<file path="src/rtl/game_pkg.sv">
// Shared game definitions.
// Holds the win-sequencer state type, the default frame-count constants used
// by the win screen and a small integer helper for sizing counters.
// No ports (package).
package game_pkg;

    typedef enum logic [1:0] {
        ST_IDLE    = 2'd0,
        ST_FLASH   = 2'd1,
        ST_HOLD    = 2'd2,
        ST_RESTART = 2'd3
    } win_state_t;

    // Default frame counts for the win screen; at 60 Hz these are
    // roughly 2 s of blinking, quarter-second blinks and 3 s of hold.
    localparam int unsigned DEF_FLASH_FRAMES = 32'd120;
    localparam int unsigned DEF_BLINK_FRAMES = 32'd15;
    localparam int unsigned DEF_HOLD_FRAMES  = 32'd180;

    function automatic int unsigned max_u(input int unsigned a, input int unsigned b);
        return (a > b) ? a : b;
    endfunction

endpackage

</file>
<file path="src/rtl/frame_tick_gen.sv">
// Frame tick generator.
// Registers vblnk and emits a one-cycle, registered pulse the cycle after a
// rising edge of vblnk has been sampled.
// Ports:
//   clk        - system clock (rising edge)
//   rst        - asynchronous active-high reset
//   vblnk      - vertical blanking from the VGA timing chain
//   frame_tick - one-cycle pulse per vblnk rising edge
module frame_tick_gen (
    input  logic clk,
    input  logic rst,
    input  logic vblnk,
    output logic frame_tick
);

    logic vblnk_q;
    logic frame_tick_q;
    logic frame_tick_d;

    // Rising-edge detect against the previous sample.
    always_comb begin
        frame_tick_d = vblnk & ~vblnk_q;
    end

    // Previous-sample and pulse registers.
    always_ff @(posedge clk or posedge rst) begin
        if (rst) begin
            vblnk_q      <= 1'b0;
            frame_tick_q <= 1'b0;
        end else begin
            vblnk_q      <= vblnk;
            frame_tick_q <= frame_tick_d;
        end
    end

    assign frame_tick = frame_tick_q;

endmodule

</file>
<file path="src/rtl/win_ctrl.sv">
// Win-screen sequencer.
// After a checkmate it blinks the winner's overlay fill for FLASH_FRAMES
// frames, holds it steady for HOLD_FRAMES frames (skippable with key_ack),
// then issues a one-cycle game_rst pulse and returns to idle.
// Ports:
//   clk, rst               - clock and asynchronous active-high reset
//   white_mate, black_mate - one-cycle checkmate pulses from game logic
//   key_ack                - one-cycle user pulse that ends the hold phase
//   vblnk                  - vertical blanking; rising edge is the frame tick
//   white_win, black_win   - overlay fill requests (registered)
//   game_rst               - one-cycle game restart pulse (registered)
//   busy                   - high whenever the sequencer is not idle (registered)
module win_ctrl
    import game_pkg::*;
#(
    parameter int unsigned FLASH_FRAMES = DEF_FLASH_FRAMES,
    parameter int unsigned BLINK_FRAMES = DEF_BLINK_FRAMES,
    parameter int unsigned HOLD_FRAMES  = DEF_HOLD_FRAMES
) (
    input  logic clk,
    input  logic rst,
    input  logic white_mate,
    input  logic black_mate,
    input  logic key_ack,
    input  logic vblnk,
    output logic white_win,
    output logic black_win,
    output logic game_rst,
    output logic busy
);

    localparam int unsigned CNT_W = $clog2(max_u(FLASH_FRAMES, HOLD_FRAMES) + 32'd1);
    localparam logic [CNT_W-1:0] FLASH_LAST = CNT_W'(FLASH_FRAMES - 32'd1);
    localparam logic [CNT_W-1:0] HOLD_LAST  = CNT_W'(HOLD_FRAMES - 32'd1);

    logic frame_tick;

    win_state_t     state_q, state_d;
    logic [CNT_W-1:0] cnt_q, cnt_d, cnt_inc;
    logic           blink_q, blink_d;
    logic           winner_q, winner_d;   // 1 = white, 0 = black
    logic           white_win_q, white_win_d;
    logic           black_win_q, black_win_d;
    logic           game_rst_q, game_rst_d;
    logic           busy_q, busy_d;

    frame_tick_gen u_ftg (
        .clk        (clk),
        .rst        (rst),
        .vblnk      (vblnk),
        .frame_tick (frame_tick)
    );

    // State, datapath and output registers.
    always_ff @(posedge clk or posedge rst) begin
        if (rst) begin
            state_q     <= ST_IDLE;
            cnt_q       <= '0;
            blink_q     <= 1'b0;
            winner_q    <= 1'b0;
            white_win_q <= 1'b0;
            black_win_q <= 1'b0;
            game_rst_q  <= 1'b0;
            busy_q      <= 1'b0;
        end else begin
            state_q     <= state_d;
            cnt_q       <= cnt_d;
            blink_q     <= blink_d;
            winner_q    <= winner_d;
            white_win_q <= white_win_d;
            black_win_q <= black_win_d;
            game_rst_q  <= game_rst_d;
            busy_q      <= busy_d;
        end
    end

    // Next-state, frame counter, blink phase and winner latch.
    always_comb begin
        state_d  = state_q;
        cnt_d    = cnt_q;
        blink_d  = blink_q;
        winner_d = winner_q;
        cnt_inc  = cnt_q + CNT_W'(1);
        case (state_q)
            ST_IDLE: begin
                if (white_mate || black_mate) begin
                    state_d  = ST_FLASH;
                    winner_d = white_mate;   // white wins a tie
                    cnt_d    = '0;
                    blink_d  = 1'b1;
                end else begin
                    state_d  = ST_IDLE;
                end
            end
            ST_FLASH: begin
                if (frame_tick) begin
                    if (cnt_q == FLASH_LAST) begin
                        state_d = ST_HOLD;
                        cnt_d   = '0;
                    end else begin
                        cnt_d = cnt_inc;
                        // Toggle each time the new count lands on a blink boundary.
                        if ((32'(cnt_inc) % BLINK_FRAMES) == 32'd0) begin
                            blink_d = ~blink_q;
                        end else begin
                            blink_d = blink_q;
                        end
                    end
                end else begin
                    cnt_d = cnt_q;
                end
            end
            ST_HOLD: begin
                if (key_ack || (frame_tick && (cnt_q == HOLD_LAST))) begin
                    state_d = ST_RESTART;
                    cnt_d   = '0;
                end else if (frame_tick) begin
                    cnt_d = cnt_inc;
                end else begin
                    cnt_d = cnt_q;
                end
            end
            ST_RESTART: begin
                state_d = ST_IDLE;
            end
            default: begin
                state_d = ST_IDLE;
            end
        endcase
    end

    // Outputs are decoded from the next state so they register in step with it.
    always_comb begin
        white_win_d = 1'b0;
        black_win_d = 1'b0;
        game_rst_d  = 1'b0;
        busy_d      = 1'b1;
        case (state_d)
            ST_IDLE: begin
                busy_d = 1'b0;
            end
            ST_FLASH: begin
                white_win_d = winner_d & blink_d;
                black_win_d = ~winner_d & blink_d;
            end
            ST_HOLD: begin
                white_win_d = winner_d;
                black_win_d = ~winner_d;
            end
            ST_RESTART: begin
                game_rst_d = 1'b1;
            end
            default: begin
                busy_d = 1'b0;
            end
        endcase
    end

    assign white_win = white_win_q;
    assign black_win = black_win_q;
    assign game_rst  = game_rst_q;
    assign busy      = busy_q;

endmodule
</file>
<file path="config.mk">
export PLATFORM = sky130hd
export DESIGN_NAME = win_ctrl
export DESIGN_NICKNAME = d
export VERILOG_FILES = /design/src/rtl/game_pkg.sv /design/src/rtl/frame_tick_gen.sv /design/src/rtl/win_ctrl.sv
export SDC_FILE = /design/constraint.sdc
export NUM_CORES = 1
export LEC_CHECK = 0
export ABC_AREA = 1
export CAP_MARGIN = 20
export CORE_ASPECT_RATIO = 0.75
export CORE_UTILIZATION = 60
export DETAILED_ROUTE_END_ITERATION = 7
export DONT_BUFFER_PORTS = 1
export PLACE_DENSITY = 0.76
export SYNTH_ARGS = -nofsm -noshare
export SYNTH_HDL_FRONTEND = slang
export SYNTH_HIERARCHICAL = 1
export SYNTH_SLANG_ARGS = --single-unit
</file>
<file path="constraint.sdc">
create_clock -name clk -period 15.1 [get_ports clk]
set_input_delay 0.755 -clock clk [delete_from_list [all_inputs] [get_ports clk]]
set_output_delay 0.755 -clock clk [all_outputs]
set_load 0.03 [all_outputs]
</file>
==> metrics.yaml, run 1 <==
timing:
  slew_headroom_pct: 59.4
  slew_violations: 0
  fin_crit_sh_pct: 35.9
  finalHoldViolCount: 0
  rsz0062_at_grt: "false"
  fmax_ghz: 0.184
  finalSetupViolations: 0
  clock_skew_ps: 3.58
  tightest_slew_ps: 608
  fin_tns_setup_ps: 0
  period_needed_ps: 5420
  worst_slack_ps: 9680
finish:
  area_growth_syn_to_layout_pct: 4.08
  most-common-layout-cells: "nand2_1, inv_1, nand3_1"
  drive_above_1_share_pct: 20.9
  final_common_cell: "nand2_1"
  finalNetCount: 362
  antenna_cells: 0
  utilization_pct: 68.5
  layout.cell_area.non_filler_um2: 2360
place:
  port_buffers: 0
  globalplace.congestion: 0.878
  place_area_um2: 2320
  post-place-ws_ps: 9780
  place_hpwl_um: 3690
route:
  final_antenna_net_count: 0
  drc: 0
  drt-pass1-iter-count: 4
  totalWireLength_um: 4550
  wl_per_cell_um: 11.7
  vias: 2101
  viasPerCell: 5.39
  drtIter0Drc: 221
floorplanning:
  rows: 18
  die_width_um: 73.0
  start_util_pct: 65.8
  ioPinCount: 10
  core_region_area_um2: 3450
  die_area_um2: 4030
  dieHeight_um: 55.2
power_and_ir_drop:
  p_clk_share_pct: 17.3
  swShare_pct: 44.2
  p_int_mw: 0.105
  powerDensity_nw_per_um2: 79.6
  power_frac_seq_pct: 38.2
  p_total_mw: 0.188
  total_leakage_power_nw: 1.28
  ir_drop_v: 0.0000968
  switchingPower_mw: 0.0830
  pwr-share-comb_pct: 44.5
clock_network:
  cts_max_level: 1
  path_clk_slew_ps: 60
  cts-root-buf: "clkbuf_8"
  numCtsBuffers: 3
  hold_buffers: 0
  cts_tree: "done"
  cts_sinks: 18
  clk_latency_ps: 250
  cts_resized: 0
  ctsLongestPathBuffers: 2
  cts_setup_buffers: 0
status:
  status: "finished clean"
grt:
  antenna_found_initial: 0
  grt-ovfl-total: 0
  grt_pass1_vias: 1851
  grt_util_all_layers_pct: 25.2
  grt_pass1_wl_um: 8250
  grt_start_max_net_pins: 17
yosys:
  synth_warnings: 6
  ys_ff_latch: 18
  synth_cell_types: 33
  netlist_instances: 338
  synth_area_um2: 2270
  synth_fp_nets: 358
  ys_seq_area_share_pct: 19.9
  avgSynthCellArea_um2: 6.71
hold_path:
  hold_class: "in2async"
worst_setup_path:
  slowest_stage: "dfrtp_1"
  slowest_delay_ps: 480
  worstPathRequired_ps: 15270
  cpMostUsedCell: "nand2_1"
  worstSetupPathType: "reg2reg"
  cp-start-kind: "flip-flop"
  cp_data_arrival_time_ps: 5600
  worstSetupEndpointType: "flip-flop"
  worstPathMaxFanout: 12
job:
  drv_cap: 0
## cell usage after synthesis
library cell | number | area, um^2
o21bai_2 | 1 | 11.3
nand2_4 | 9 | 101
inv_1 | 54 | 203
nor3_1 | 3 | 15.0
nor3_4 | 1 | 16.3
a21boi_1 | 1 | 7.51
o31ai_1 | 1 | 7.51
o21ai_0 | 6 | 30.0
dfrtp_1 | 18 | 450
nor2_4 | 4 | 45.0
nor4_1 | 2 | 12.5
o21ai_1 | 2 | 10.0
nand2_1 | 72 | 270
nor2_1 | 24 | 90.1
nor2_2 | 7 | 43.8
nor2_8 | 1 | 20.0
inv_2 | 6 | 22.5
a21oi_1 | 11 | 55.1
ha_1 | 14 | 175
nand3_2 | 12 | 120
a211oi_1 | 1 | 7.51
xor2_1 | 2 | 17.5
buf_6 | 1 | 11.3
or2_2 | 1 | 6.26
nand3_1 | 38 | 190
and3_1 | 1 | 6.26
o21bai_1 | 2 | 15.0
nand3_4 | 3 | 52.6
o21ai_2 | 1 | 8.76
o22ai_1 | 8 | 50.1
nand2_2 | 22 | 138
nand4_1 | 8 | 50.1
nand3b_1 | 1 | 7.51
## power groups by stage
stage / Combinational, mW / Clock [mW] / Sequential [mW]
floorplan: 0.0673 / 0 / 0.0708
global placement: 0.0822 / 0 / 0.0721
detailed placement: 0.0821 / 0 / 0.0728
CTS: 0.0829 / 0.0333 / 0.0718
global route: 0.0984 / 0.0349 / 0.0726
finish: 0.0836 / 0.0325 / 0.0718
## registers in the layout, summed over array words and instances (netlist names)
register,flops
u_ftg/vblnk_q,1
cnt_q,8
blink_q,1
busy,1
game_rst,1
black_win,1
u_ftg/frame_tick,1
white_win,1
winner_q,1
state_q,2
## cell families (layout without fill, tap and decap cells)
group / Yosys count / count (layout) / share of synthesized area (%)
adder cells (fa/ha/maj): 14 / 14 / 7.73
AO/OA/AOI/OAI: 34 / 34 / 8.94
flip-flops: 18 / 18 / 19.9
AND/OR/NAND/NOR: 209 / 209 / 52.3
buffers and inverters: 61 / 63 / 10.4
XOR/XNOR: 2 / 2 / 0.773
## metrics by stage
stage / instances / hold WS [ps]
after floorplan: 338 / 392
after detailed placement: 387 / 403
after CTS: 390 / 233
after global placement: 387 / 399
final: 390 / 235
after global routing: 390 / 233
## final cells by class
class / instances / area (um^2)
well taps: 50 / 62.6
multi-input cells: 259 / 1580
flip-flops and latches: 18 / 450
inverters: 60 / 225
fillers: 325 / 1090
clock buffers: 3 / 41.3
## path summary, 6_finish.rpt
| kind | end | cells after the start | slack, ps | startpoint |
|---|---|---|---|---|
| max | black_win | 48 | 9680 | cnt_q[0] |
| min | u_ftg/vblnk_q | 1 | 230 | rst |
| min in group clk | u_ftg/frame_tick | 1 | 410 | u_ftg/vblnk_q |
| max in group asynchronous | cnt_q[6] | 1 | 14240 | rst |
| min reg2reg | u_ftg/frame_tick | 1 | 410 | u_ftg/vblnk_q |
| max reg2reg | black_win | 48 | 9680 | cnt_q[0] |
## worst max-delay path: cells and delay by family (launching register included)
kind            cells  cell delay (ps)
fa+ha+maj           4              900
buf+inv             7              460
flops               1              480
simple gates       36             3360
compound gates      1              140
## per-layer routing
| metal | wire (um) | up-vias | share of wire [%] | GRT usage (%) |
|---|---|---|---|---|
| met5 | 0 | - | 0 | 0 |
| met4 | 0 | 0 | 0 | 1.68 |
| met3 | 206 | 0 | 4.5 | 4.20 |
| met2 | 1880 | 49 | 41 | 35.7 |
| met1 | 2460 | 951 | 54 | 41.0 |
| li1 | - | 1101 | - | - |
(Power assumes the default switching activity.)
==> run 2: changes to the inputs <==
CORE_UTILIZATION = 58   (was 60)
clock period = 4.4 ns   (was 15.1 ns; I/O delays follow)
==> metrics.yaml, run 2 (same netlist as run 1, synthesis figures left out) <==
status:
  status: "finished, violations left"  # was finished clean
  failed_checks: "negative setup slack"
timing:
  clock_skew_ps: 7.18  # was 3.58 ps
  fin_crit_sh_pct: 115  # was 35.9%
  finalSetupViolations: 3  # was 0
  rsz0062_at_grt: "true"  # was false
  fmax_ghz: 0.198  # was 0.184 GHz
  period_needed_ps: 5060  # was 5420 ps
  finalHoldViolCount: 0  # unchanged
  worst_slack_ps: -663  # was 9680 ps
  slew_headroom_pct: 55.1  # was 59.4%
  slew_violations: 0  # unchanged
  tightest_slew_ps: 673  # was 608 ps
clock_network:
  cts_max_level: 1  # unchanged
  numCtsBuffers: 3  # unchanged
  cts-root-buf: "clkbuf_8"  # unchanged
  clk_latency_ps: 260  # was 250 ps
  path_clk_slew_ps: 70  # was 60 ps
  cts_tree: "done"  # unchanged
  cts_sinks: 18  # unchanged
  ctsLongestPathBuffers: 2  # unchanged
floorplanning:
  die_width_um: 74.2  # was 73.0 um
  core_region_area_um2: 3710  # was 3450 um^2
  rows: 19  # was 18
  start_util_pct: 61.1  # was 65.8%
  dieHeight_um: 56.1  # was 55.2 um
  die_area_um2: 4170  # was 4030 um^2
  ioPinCount: 10  # unchanged
finish:
  largest_reg_flops: 8  # unchanged
  final_common_cell: "buf_4"  # was nand2_1
  drive_above_1_share_pct: 48.2  # was 20.9%
  top_regs: "cnt_q: 8 flops, state_q: 2 flops"  # unchanged
  layout.cell_area.non_filler_um2: 3420  # was 2360 um^2
  fillers: 134  # was 325
  largest-register: "cnt_q"  # unchanged
  finalNetCount: 460  # was 362
  antenna_cells: 0  # unchanged
  most-common-layout-cells: "buf_4, nand2_1, inv_1"  # was nand2_1, inv_1, nand3_1
  area_growth_syn_to_layout_pct: 50.9  # was 4.08%
route:
  viasPerCell: 6.30  # was 5.39
  wl_met1_um: 3440  # was 2460 um
  drtIter0Drc: 374  # was 221
  final_antenna_net_count: 0  # unchanged
  vias: 3088  # was 2101
  wl_met3_um: 930  # was 206 um
  top_layer: "met4"  # was met3
  drt-pass1-iter-count: 5  # was 4
  wl_met2_um: 4350  # was 1880 um
  drc: 0  # unchanged
  wl_per_cell_um: 19.2  # was 11.7 um
  totalWireLength_um: 9390  # was 4550 um
grt:
  grt_start_max_net_pins: 17  # unchanged
  grt_pass1_vias: 2792  # was 1851
  grt-ovfl-total: 0  # unchanged
  grt_pass1_wl_um: 12300  # was 8250 um
  grt_util_all_layers_pct: 38.4  # was 25.2%
  antenna_found_initial: 0  # unchanged
worst_setup_path:
  worstPathRequired_ps: 4580  # was 15270 ps
  worstSetupPathType: "reg2reg"  # unchanged
  cp_data_arrival_time_ps: 5250  # was 5600 ps
  slowest_stage: "dfrtp_1"  # unchanged
  worstSetupEndpointType: "flip-flop"  # unchanged
  cp-start-kind: "flip-flop"  # unchanged
  slowest_delay_ps: 460  # was 480 ps
  r2r_cells: 39  # was 48
  worstPathMaxFanout: 7  # was 12
power_and_ir_drop:
  ir_drop_v: 0.000381  # was 0.0000968 V
  total_leakage_power_nw: 1.82  # was 1.28 nW
  p_int_mw: 0.452  # was 0.105 mW
  pwr-share-comb_pct: 56.5  # was 44.5%
  switchingPower_mw: 0.396  # was 0.0830 mW
  power_frac_seq_pct: 29.4  # was 38.2%
  swShare_pct: 46.7  # was 44.2%
  p_clk_share_pct: 14.1  # was 17.3%
  powerDensity_nw_per_um2: 248  # was 79.6 nW/um^2
place:
  post-place-ws_ps: -510  # was 9780 ps
  place_hpwl_um: 4740  # was 3690 um
  globalplace.congestion: 0.911  # was 0.878
  port_buffers: 0  # unchanged
  place_area_um2: 2910  # was 2320 um^2
hold_path:
  hold_class: "in2reg"  # was in2async
  whs_path_depth: 2
job:
  drv_cap: 0  # unchanged
[run 2: cell types whose count changed in the layout (fill, tap and decap cells not counted), moves of 6 or more]
cell     delta
nand2_2     +6
buf_4      +91
nand3_1    -11
nand2_1    -14
inv_1       -6
nand2_4     +8
nand3_2     +6
[run 2: per-stage QoR]
stage	setup TNS, ps	utilization (%)	hold slack [ps]	power [mW]	std cells
floorplan	-890	-	-38.8	0.491	338
detailed placement	-1350	78.4	-26.5	0.607	458
CTS	-395	87.6	68.7	0.775	483
global placement	-607	78.4	-33.8	0.586	458
global route	-3180	92.3	80.2	0.895	490
finish	-1830	92.3	72.3	0.847	490
[run 2: timing repair]
action | CTS | global route
gates resized for setup | 29 | 30
cloned | 0 | 0
hold buffers | 2 | 0
pin swaps | 31 | 18
setup endpoints to repair | 3 | 3
endpoints found under the hold margin | 19 | 0
buffers inserted | 20 | 8
[run 2: cell type report]
cell class	count	area (um^2)	share of cell area [%]
well taps	52	65.1	1.90
repair buffers	98	768	22.4
inverters	60	235	6.87
flip-flops and latches	18	452	13.2
clock buffers	3	41.3	1.21
multi-input cells	259	1860	54.4
[run 2: layer usage]
| layer | up-vias | GRT usage [%] |
|---|---|---|
| li1 | 1301 | - |
| met1 | 1386 | 46.5 |
| met2 | 297 | 65.2 |
| met3 | 104 | 6.88 |
| met4 | 0 | 17.9 |
| met5 | - | 0 |
[run 2: final timing paths]
| check | from | end | slack, ps |
|---|---|---|---|
| min reg2reg | u_ftg/vblnk_q | u_ftg/frame_tick | 410 |
| max | cnt_q[1] | white_win | -660 |
| max in group asynchronous | rst | cnt_q[0] | 3390 |
| min in group asynchronous | rst | u_ftg/frame_tick | 290 |
| min | vblnk | u_ftg/frame_tick | 70 |
| max reg2reg | cnt_q[1] | white_win | -660 |
[run 2: power by group through the flow]
stage	registers [mW]	logic (mW)	clock network, mW
final	0.249	0.479	0.119
after global routing	0.252	0.517	0.127
after CTS	0.245	0.415	0.116
after detailed placement	0.244	0.362	0
after global placement	0.243	0.343	0
after floorplan	0.243	0.248	0
[run 2: critical path: cells and delay by family, from the launching register on]
kind            cells  cell delay, ps
simple gates       26            2930
buf+inv             7             570
fa+ha+maj           3             560
flops               1             460
compound gates      3             450
